--- src/rtl/stream_demux_1to2_pkg.sv ---
// Shared types for the stream demux slice.
// Holds the 2-entry occupancy encoding used by the FIFO elements.
package stream_demux_1to2_pkg;

    typedef logic [1:0] occ_t;

    localparam occ_t OCC_EMPTY = 2'd0;
    localparam occ_t OCC_FULL  = 2'd2;

    function automatic occ_t occ_next(occ_t occ, logic push, logic pop);
        occ_t r;
        unique case ({push, pop})
            2'b10:   r = occ + 2'd1;
            2'b01:   r = occ - 2'd1;
            default: r = occ;
        endcase
        return r;
    endfunction

endpackage

--- src/rtl/stream_demux_1to2_if.sv ---
// Valid/ready stream bundle.
// sel only carries meaning on the demux input side.
interface stream_demux_1to2_if #(
    parameter int DATA_W = 8
) ();

    logic              valid;
    logic              ready;
    logic              sel;
    logic [DATA_W-1:0] data;

    modport master (output valid, output data, output sel, input ready);
    modport slave  (input valid, input data, input sel, output ready);

endinterface

--- src/rtl/stream_demux_1to2_fifo2.sv ---
// Two-entry registered valid/ready FIFO with a delivered-beat counter.
// Output payload comes straight from storage, so it is stable under stall.
module stream_demux_1to2_fifo2
    import stream_demux_1to2_pkg::*;
#(
    parameter int DATA_W = 8,
    parameter int CNT_W  = 16
) (
    input  logic              clk,
    input  logic              rst_n,
    input  logic              push_i,
    input  logic [DATA_W-1:0] push_data_i,
    output logic              full_o,
    output logic              valid_o,
    input  logic              ready_i,
    output logic [DATA_W-1:0] data_o,
    output logic [CNT_W-1:0]  count_o
);

    logic [DATA_W-1:0] mem_q [2];
    logic [DATA_W-1:0] mem_d [2];
    logic              wr_ptr_q, wr_ptr_d;
    logic              rd_ptr_q, rd_ptr_d;
    occ_t              occ_q, occ_d;
    logic [CNT_W-1:0]  cnt_q, cnt_d;
    logic              do_push;
    logic              do_pop;

    assign full_o  = (occ_q == OCC_FULL);
    assign valid_o = (occ_q != OCC_EMPTY);
    assign data_o  = mem_q[rd_ptr_q];
    assign count_o = cnt_q;
    assign do_push = push_i && !full_o;
    assign do_pop  = valid_o && ready_i;

    // Next-state: write at wr_ptr, read at rd_ptr, count each pop.
    always_comb begin
        mem_d    = mem_q;
        wr_ptr_d = wr_ptr_q;
        rd_ptr_d = rd_ptr_q;
        cnt_d    = cnt_q;
        occ_d    = occ_next(occ_q, do_push, do_pop);
        if (do_push) begin
            mem_d[wr_ptr_q] = push_data_i;
            wr_ptr_d        = ~wr_ptr_q;
        end
        if (do_pop) begin
            rd_ptr_d = ~rd_ptr_q;
            cnt_d    = cnt_q + CNT_W'(1);
        end
    end

    // State registers; reset discards any buffered beats.
    always_ff @(posedge clk or negedge rst_n) begin
        if (!rst_n) begin
            mem_q[0] <= '0;
            mem_q[1] <= '0;
            wr_ptr_q <= 1'b0;
            rd_ptr_q <= 1'b0;
            occ_q    <= OCC_EMPTY;
            cnt_q    <= '0;
        end else begin
            mem_q    <= mem_d;
            wr_ptr_q <= wr_ptr_d;
            rd_ptr_q <= rd_ptr_d;
            occ_q    <= occ_d;
            cnt_q    <= cnt_d;
        end
    end

endmodule

--- src/rtl/stream_demux_1to2.sv ---
// 1-to-2 stream demux: steers each input beat to out0/out1 by sel.
// Ready looks only at the selected buffer's registered fullness.
module stream_demux_1to2
    import stream_demux_1to2_pkg::*;
#(
    parameter int DATA_W = 8,
    parameter int CNT_W  = 16
) (
    input  logic                clk,
    input  logic                rst_n,
    stream_demux_1to2_if.slave  in_if,
    stream_demux_1to2_if.master out0_if,
    stream_demux_1to2_if.master out1_if,
    output logic [CNT_W-1:0]    out0_count,
    output logic [CNT_W-1:0]    out1_count
);

    logic full0;
    logic full1;
    logic rdy;
    logic acc;

    // Ready mux: selected buffer must have a free slot.
    always_comb begin
        rdy = 1'b0;
        unique case (in_if.sel)
            1'b0:    rdy = !full0;
            1'b1:    rdy = !full1;
            default: rdy = 1'b0;
        endcase
    end

    assign in_if.ready = rdy;
    assign acc         = in_if.valid && rdy;
    assign out0_if.sel = 1'b0;
    assign out1_if.sel = 1'b1;

    stream_demux_1to2_fifo2 #(
        .DATA_W (DATA_W),
        .CNT_W  (CNT_W)
    ) u_fifo0 (
        .clk         (clk),
        .rst_n       (rst_n),
        .push_i      (acc && !in_if.sel),
        .push_data_i (in_if.data),
        .full_o      (full0),
        .valid_o     (out0_if.valid),
        .ready_i     (out0_if.ready),
        .data_o      (out0_if.data),
        .count_o     (out0_count)
    );

    stream_demux_1to2_fifo2 #(
        .DATA_W (DATA_W),
        .CNT_W  (CNT_W)
    ) u_fifo1 (
        .clk         (clk),
        .rst_n       (rst_n),
        .push_i      (acc && in_if.sel),
        .push_data_i (in_if.data),
        .full_o      (full1),
        .valid_o     (out1_if.valid),
        .ready_i     (out1_if.ready),
        .data_o      (out1_if.data),
        .count_o     (out1_count)
    );

endmodule

--- src/flat_wrapper.sv ---
// flat-port wrapper written by rule: the top's interface ports become plain ports
module stream_demux_1to2_flat import stream_demux_1to2_pkg::*;
#(
    parameter int DATA_W = 8,
    parameter int CNT_W  = 16
)
  (clk, rst_n, out0_count, out1_count, in_if_valid, in_if_data, in_if_sel, in_if_ready, out0_if_valid, out0_if_data, out0_if_sel, out0_if_ready, out1_if_valid, out1_if_data, out1_if_sel, out1_if_ready);
  stream_demux_1to2_if #(.DATA_W(DATA_W)) in_if_i ();
  stream_demux_1to2_if #(.DATA_W(DATA_W)) out0_if_i ();
  stream_demux_1to2_if #(.DATA_W(DATA_W)) out1_if_i ();
  input  logic clk;
  input  logic rst_n;
  output logic [CNT_W-1:0] out0_count;
  output logic [CNT_W-1:0] out1_count;
  input wire logic [$bits(in_if_i.valid)-1:0] in_if_valid;
  input wire logic [$bits(in_if_i.data)-1:0] in_if_data;
  input wire logic [$bits(in_if_i.sel)-1:0] in_if_sel;
  output wire logic [$bits(in_if_i.ready)-1:0] in_if_ready;
  output wire logic [$bits(out0_if_i.valid)-1:0] out0_if_valid;
  output wire logic [$bits(out0_if_i.data)-1:0] out0_if_data;
  output wire logic [$bits(out0_if_i.sel)-1:0] out0_if_sel;
  input wire logic [$bits(out0_if_i.ready)-1:0] out0_if_ready;
  output wire logic [$bits(out1_if_i.valid)-1:0] out1_if_valid;
  output wire logic [$bits(out1_if_i.data)-1:0] out1_if_data;
  output wire logic [$bits(out1_if_i.sel)-1:0] out1_if_sel;
  input wire logic [$bits(out1_if_i.ready)-1:0] out1_if_ready;
  assign in_if_i.valid = in_if_valid;
  assign in_if_i.data = in_if_data;
  assign in_if_i.sel = in_if_sel;
  assign in_if_ready = in_if_i.ready;
  assign out0_if_valid = out0_if_i.valid;
  assign out0_if_data = out0_if_i.data;
  assign out0_if_sel = out0_if_i.sel;
  assign out0_if_i.ready = out0_if_ready;
  assign out1_if_valid = out1_if_i.valid;
  assign out1_if_data = out1_if_i.data;
  assign out1_if_sel = out1_if_i.sel;
  assign out1_if_i.ready = out1_if_ready;
  stream_demux_1to2 #(.DATA_W(DATA_W), .CNT_W(CNT_W)) u_core (.clk(clk), .rst_n(rst_n), .in_if(in_if_i), .out0_if(out0_if_i), .out1_if(out1_if_i), .out0_count(out0_count), .out1_count(out1_count));
endmodule
--- config.mk ---
export PLATFORM = sky130hd
export DESIGN_NAME = stream_demux_1to2_flat
export DESIGN_NICKNAME = d
export VERILOG_FILES = /design/src/rtl/stream_demux_1to2_pkg.sv /design/src/rtl/stream_demux_1to2_if.sv /design/src/rtl/stream_demux_1to2_fifo2.sv /design/src/rtl/stream_demux_1to2.sv /design/src/flat_wrapper.sv
export SDC_FILE = /design/constraint.sdc
export NUM_CORES = 1
export LEC_CHECK = 0
export ABC_AREA = 1
export CAP_MARGIN = 5
export CORE_ASPECT_RATIO = 0.8
export CORE_MARGIN = 4
export CORE_UTILIZATION = 52
export CTS_BUF_LIST = sky130_fd_sc_hd__clkbuf_16
export CTS_CLUSTER_DIAMETER = 200
export CTS_CLUSTER_SIZE = 40
export DETAILED_ROUTE_END_ITERATION = 7
export PLACE_DENSITY_LB_ADDON = 0.3
export SYNTH_ARGS = -nofsm -noshare
export SYNTH_HDL_FRONTEND = slang
export SYNTH_HIERARCHICAL = 1
export SYNTH_SLANG_ARGS = --single-unit
--- constraint.sdc ---
create_clock -name clk -period 2.7 [get_ports clk]
set_clock_uncertainty 0.2 [all_clocks]
set_input_delay 0.54 -clock clk [delete_from_list [all_inputs] [get_ports clk]]
set_output_delay 0.54 -clock clk [all_outputs]
set_load 0.01 [all_outputs]
# ---- After elaboration in Yosys (flattened, before gate mapping)
# Index checks and enable logic that the tools add are counted.
dict set report totals {
  ff_bits 72
  elab_cells 70
}
dict set report classes {
  addsub 6
  n_lt_le_gt_ge 6
  eq_ne 6
  mux 15
  n_bitwise 9
  n_reduce_logical 16
}
# operator count
set op_table {}
lappend op_table {{8-bit two-way mux} 8}
lappend op_table {{16-bit by 1-bit adder with 16-bit output (second input constant)} 2}
lappend op_table {{16-bit bitwise mux} 2}
lappend op_table {{8-bit demux with 1-bit select} 2}
lappend op_table {{1-bit logical AND} 9}
lappend op_table {{2-bit equality test (second input constant)} 4}
lappend op_table {{2-bit >= comparator (second input constant)} 4}
lappend op_table {{1-bit NOT with 2-bit output} 4}
lappend op_table {{2-bit one-hot mux with 2 select lines} 2}
lappend op_table {{2-bit nonzero test} 4}
lappend op_table {{1-bit NOT} 5}
lappend op_table {{2-bit by 1-bit adder with 2-bit output (second input constant)} 2}
lappend op_table {{2-bit by 1-bit equality test with 1-bit output (second input constant)} 2}
lappend op_table {{2-bit by 1-bit < comparator with 1-bit output (second input constant)} 2}
lappend op_table {{2-bit by 1-bit subtractor with 2-bit output (second input constant)} 2}
lappend op_table {{1-bit zero test} 3}
lappend op_table {{1-bit one-hot mux with 2 select lines} 1}

# ---- Longest topological paths before layout
dict set report logic_depth {
  ltp_word 8
  depth_mapped 11
  ltp_nobuf 11
}

# ---- Modules after synthesis
# The synthesis kept the hierarchy.
# mod n_inst cells_per_inst area_per_inst_um2 seq_area_each_um2
set modules_own_cells {}
lappend modules_own_cells {{stream_demux_1to2_fifo2 (u_core.u_fifo0)} 1 218 1783.0 900.9}
lappend modules_own_cells {{stream_demux_1to2_fifo2 (u_core.u_fifo1)} 1 220 1778.0 900.9}
lappend modules_own_cells {stream_demux_1to2 1 13 61.3 0.0}

# ---- Worst setup path before layout
# No wires, ideal clock.
dict set report synth_path {
  path_kind {reg-to-reg}
  startpoint {reg u_core.u_fifo1.occ_q[0]}
  endpoint {reg u_core.u_fifo1.occ_q[1]}
  setup_ps 125
  arrival_ps 1595
  setup_slack_ps 780
  path_stages_with_launch 12
  path_buffers 0
  period_less_slack_ps 1920
  path_cell_list {dfrtp_1 -> inv_1 -> nand2_2 -> inv_1 -> inv_1 -> nand2_1 -> nor2_1 -> nand2_2 -> ha_1 -> a21oi_1 -> o21ai_0 -> xnor2_1}
}
dict set report synth_between {
  elab_chain_cells 8
  elab_cells_between_ends 14
  classes_between {2 x add/sub; 3 x eq/ne; 2 x mux; 7 x reduce/logical}
}
# element line_no
set synth_rtl {}
lappend synth_rtl {{start: declaration} stream_demux_1to2_fifo2.sv:24} ;# occ_t occ_q, occ_d;
lappend synth_rtl {{start signal: assignment} stream_demux_1to2_fifo2.sv:60} ;# occ_q <= OCC_EMPTY;
lappend synth_rtl {{start signal: assignment} stream_demux_1to2_fifo2.sv:66} ;# occ_q <= occ_d;
lappend synth_rtl {{2-bit equality test *} stream_demux_1to2_fifo2.sv:29} ;# assign full_o = (occ_q == OCC_FULL);
lappend synth_rtl {{net u_core.full1} stream_demux_1to2.sv:19} ;# logic full1;
lappend synth_rtl {{1-bit zero test *} {stream_demux_1to2_fifo2.sv:33, stream_demux_1to2.sv:28}}
lappend synth_rtl {{1-bit one-hot mux with 2 select lines} stream_demux_1to2.sv:26} ;# unique case (in_if.sel)
lappend synth_rtl {{1-bit logical AND} stream_demux_1to2.sv:34} ;# assign acc = in_if.valid && rdy;
lappend synth_rtl {{1-bit logical AND} stream_demux_1to2.sv:59} ;# .push_i (acc && in_if.sel),
lappend synth_rtl {{1-bit logical AND *} stream_demux_1to2_fifo2.sv:33} ;# assign do_push = push_i && !full_o;
lappend synth_rtl {{2-bit by 1-bit equality test with 1-bit output or 2-bit equality test (tied branches)} stream_demux_1to2_pkg.sv:12} ;# unique case ({push, pop})
lappend synth_rtl {{2-bit one-hot mux with 2 select lines or 2-bit nonzero test (tied branches)} --}
# The timed path passes the listed nets; every way through them passes the cells marked *.
# A chain may end at the register's enable or synchronous reset.

# ---- Final worst setup path
dict set report layout_path {
  startpoint {reg u_core.u_fifo1.rd_ptr_q}
  endpoint {out out1_if_data[2]}
}
dict set report layout_between {
  elab_chain_cells 4
}
# element line_no
set layout_rtl {}
lappend layout_rtl {{start: declaration} stream_demux_1to2_fifo2.sv:23} ;# logic rd_ptr_q, rd_ptr_d;
lappend layout_rtl {{start signal: assignment} stream_demux_1to2_fifo2.sv:65} ;# rd_ptr_q <= rd_ptr_d;
lappend layout_rtl {{1-bit NOT with 2-bit output (not written as such)} stream_demux_1to2_fifo2.sv:31} ;# assign data_o = mem_q[rd_ptr_q];
lappend layout_rtl {{8-bit two-way mux (not written as such) (3 in series)} stream_demux_1to2_fifo2.sv:31}
lappend layout_rtl {{end: declaration} flat_wrapper.sv:24} ;# output wire logic [$bits(out1_if_i.data)-1:0] out1_if_data;
# No other way between the ends. The select of a mux whose other input is x is not followed.

==> metrics <==
DIE HEIGHT 82.7 um; Final period util 97.1%; core area 0.00657 mm^2; worst skew pair latency 0.32 ns; status complete, no violations; DIE WIDTH 101 um; Worst Path Max Fanout 17; # H-tree levels 3; GR Util All Layers about a fifth; nets 537; post-CTS sizing 0; vias in the first global route 3015; Synth Register Bits 72; vias after detailed routing 3027; Ant. Diodes 0; first-pass GRT wire length between 10 and 15 mm; antenna violations before repair 0; Post-CTS Repair Setup Buffers 0; routability cong. 0.862; Slew Viols, Final 0; # DRC 0; peak per-stage delay on the critical path roughly 0.60 ns; buffer depth of the longest clock path 2; Initial DRC Count around 130; routed metal-1 wire length ~3.6 mm; met2 wire len ~3.9 mm; CTS tree built; top sig layer met4; share of layout cells above drive strength 1 7.82%; Slew @ Worst Pin ~0.67 ns; Pre-antenna DRT Iters 4; critical path data arrival time 1.88 ns; worst min path class in -> async; power density over the cells 1000 mW/mm^2; routed vias/inst 4.98; register area share after synthesis 49.7%; Layout area overhead 27.9%; Post-Syn Nets 469; crit path cell chain clkinvlp_4, o21ai_0, clkdlybuf4s50_1; Num CTS Buffers 9; crit path capture type output port; Post-Syn Area per Cell 8.03 um^2; Worst Path Required 1.96 ns; Yosys cell types 27; Worst-path clk slew roughly 0.060 ns; full die area 0.00837 mm^2; pin count of the biggest net entering global routing between 70 and 80; # setup viols final 0; Max IR drop VDD roughly 0.56 mV; Max stage delay cell, worst path clkdlybuf4s50_1; critical path launch point type flip-flop; Fin. Hold Viols 0; Row Count 26; fillers 534; final wirelength 7.89 mm; multi-input logic area 0.00148 mm^2; Synth Warn # 6; met3 routed WL just under 400 um; grt total ovfl 0; RSZ-0062 raised after global routing false; I/O Buffers between 60 and 70; post-route setup TNS 0 ns; FMAX 382 MHz; Max-slew headroom 54.9%; hold buffer count at cts 0; Final HPWL DP between 5 and 6 mm; wire per inst 13.0 um; clk sinks 72; initial core utilization between 50% and 60%; mapped cell area 0.00362 mm^2; fin util 70.5%; crit path time final 2.62 ns; kind of critical path reg -> out; Mapped Cells 451; Leak 2.21 nW; Ports 67; Max Cap Violations 0; post-route ant nets 0; Root Buffer clkbuf_16; register area 0.00180 mm^2
==> critical path: cells and delay by family, from the launching register on <==
kind	cells	cell delay (ns)
DFF	1	0.37
AOI/OAI and AO/OA	1	0.34
buffers and inverters	2	0.85
==> cell families (layout without fill, tap and decap cells) <==
kind of cell | Yosys count | after routing | share of synthesized area [%]
and+or+nand+nor | 209 | 209 | 26.0
DFF | 72 | 72 | 49.7
AOI/OAI and AO/OA | 57 | 57 | 8.05
adders and majority gates | 4 | 4 | 1.38
xor gates and xnor gates | 21 | 21 | 5.08
other | 2 | 2 | 0.207
buffers and inverters | 86 | 159 | 9.50
==> placed cells by master (no fill, tap or decap), types with 2 or more instances in the layout <==
cell | synthesis | routed
nor2_1 | 30 | 30
nor2_8 | 2 | 2
inv_1 | 76 | 75
ha_1 | 4 | 4
xnor2_1 | 10 | 10
clkinv_1 | 1 | 2
clkinvlp_4 | 0 | 3
dfrtp_1 | 72 | 72
nand3_1 | 14 | 14
o21ai_0 | 46 | 46
nand2_1 | 130 | 130
nand3b_1 | 4 | 4
conb_1 | 2 | 2
o21ai_1 | 7 | 7
nor2_4 | 2 | 2
nand4_1 | 10 | 10
xor2_1 | 11 | 11
a21oi_1 | 2 | 2
nor2_2 | 8 | 8
clkdlybuf4s50_1 | 0 | 63
nand2_2 | 6 | 6
nand3_2 | 3 | 3
clkbuf_16 | 0 | 9
==> worst paths after layout <==
check	startpoint	to	slack, ns	cells past startpoint
worst max-delay path	u_core/u_fifo1/rd_ptr_q	out1_if_data[2]	0.08	3
worst min-delay path	rst_n	u_core/u_fifo0/mem_q[6]	0.04	2
worst max register to register	u_core/u_fifo1/occ_q[0]	u_core/u_fifo1/occ_q[1]	0.55	11
worst min register to register	u_core/u_fifo1/count_o[15]	u_core/u_fifo1/count_o[15]	0.29	2
max in group asynchronous	rst_n	u_core/u_fifo0/count_o[6]	1.97	2
min in group clk	u_core/u_fifo1/count_o[15]	u_core/u_fifo1/count_o[15]	0.29	2
==> sequential cells by signal (all words and copies together) (netlist names) <==
| register | count |
|---|---|
| u_core/u_fifo0/count_o | 16 |
| u_core/u_fifo0/mem_q | 16 |
| u_core/u_fifo0/occ_q | 2 |
| u_core/u_fifo0/rd_ptr_q | 1 |
| u_core/u_fifo0/wr_ptr_q | 1 |
| u_core/u_fifo1/count_o | 16 |
| u_core/u_fifo1/mem_q | 16 |
| u_core/u_fifo1/occ_q | 2 |
| u_core/u_fifo1/rd_ptr_q | 1 |
| u_core/u_fifo1/wr_ptr_q | 1 |
==> Yosys cell counts <==
cell type / number / share of area, %
a21o_1: 1 / 0.21
a21oi_1: 2 / 0.28
buf_2: 2 / 0.28
buf_4: 3 / 0.62
buf_6: 1 / 0.31
clkbuf_1: 2 / 0.21
clkinv_1: 1 / 0.10
conb_1: 2 / 0.21
dfrtp_1: 72 / 50
ha_1: 4 / 1.4
inv_1: 76 / 7.9
inv_2: 1 / 0.10
nand2_1: 130 / 13
nand2_2: 6 / 1.0
nand3_1: 14 / 1.9
nand3_2: 3 / 0.83
nand3b_1: 4 / 0.83
nand4_1: 10 / 1.7
nor2_1: 30 / 3.1
nor2_2: 8 / 1.4
nor2_4: 2 / 0.62
nor2_8: 2 / 1.1
o21ai_0: 46 / 6.4
o21ai_1: 7 / 0.97
o21ai_2: 1 / 0.24
xnor2_1: 10 / 2.4
xor2_1: 11 / 2.7
==> routing by layer <==
layer  global-route usage [%]  vias up
met4                     5.05        0
met5                        0        -
li1                         -     1519
met1                     26.5     1435
met2                     36.0       69
met3                     5.21        4
==> layout make-up <==
cell class,instances,area share [%]
Sequential cell,72,38.9
Multi-Input combinational cell,293,31.9
Timing Repair Buffer,65,14.2
Inverter,78,6.40
Clock buffer,9,4.86
Tap cell,84,2.27
Clock inverter,7,1.54
==> power breakdown <==
part           internal (W)  switching [W]
combinational      0.000840       0.000910
clock              0.000715       0.000449
sequential          0.00146       0.000280
==> through the flow <==
| step | cell area (um^2) | total power [W] | setup WS (ns) | instances | hold WS, ns |
|---|---|---|---|---|---|
| floorplan | 3620 | 0.00269 | 0.780 | 451 | 0.0444 |
| global placement | 4330 | 0.00342 | 0.286 | 592 | 0.259 |
| detailed placement | 4330 | 0.00350 | 0.258 | 592 | 0.262 |
| CTS | 4630 | 0.00469 | 0.108 | 608 | 0.0559 |
| global route | 4630 | 0.00499 | 0.00527 | 608 | 0.0664 |
| finish | 4630 | 0.00465 | 0.0794 | 608 | 0.0378 |
Note: power is estimated with default switching activity, not from simulation.
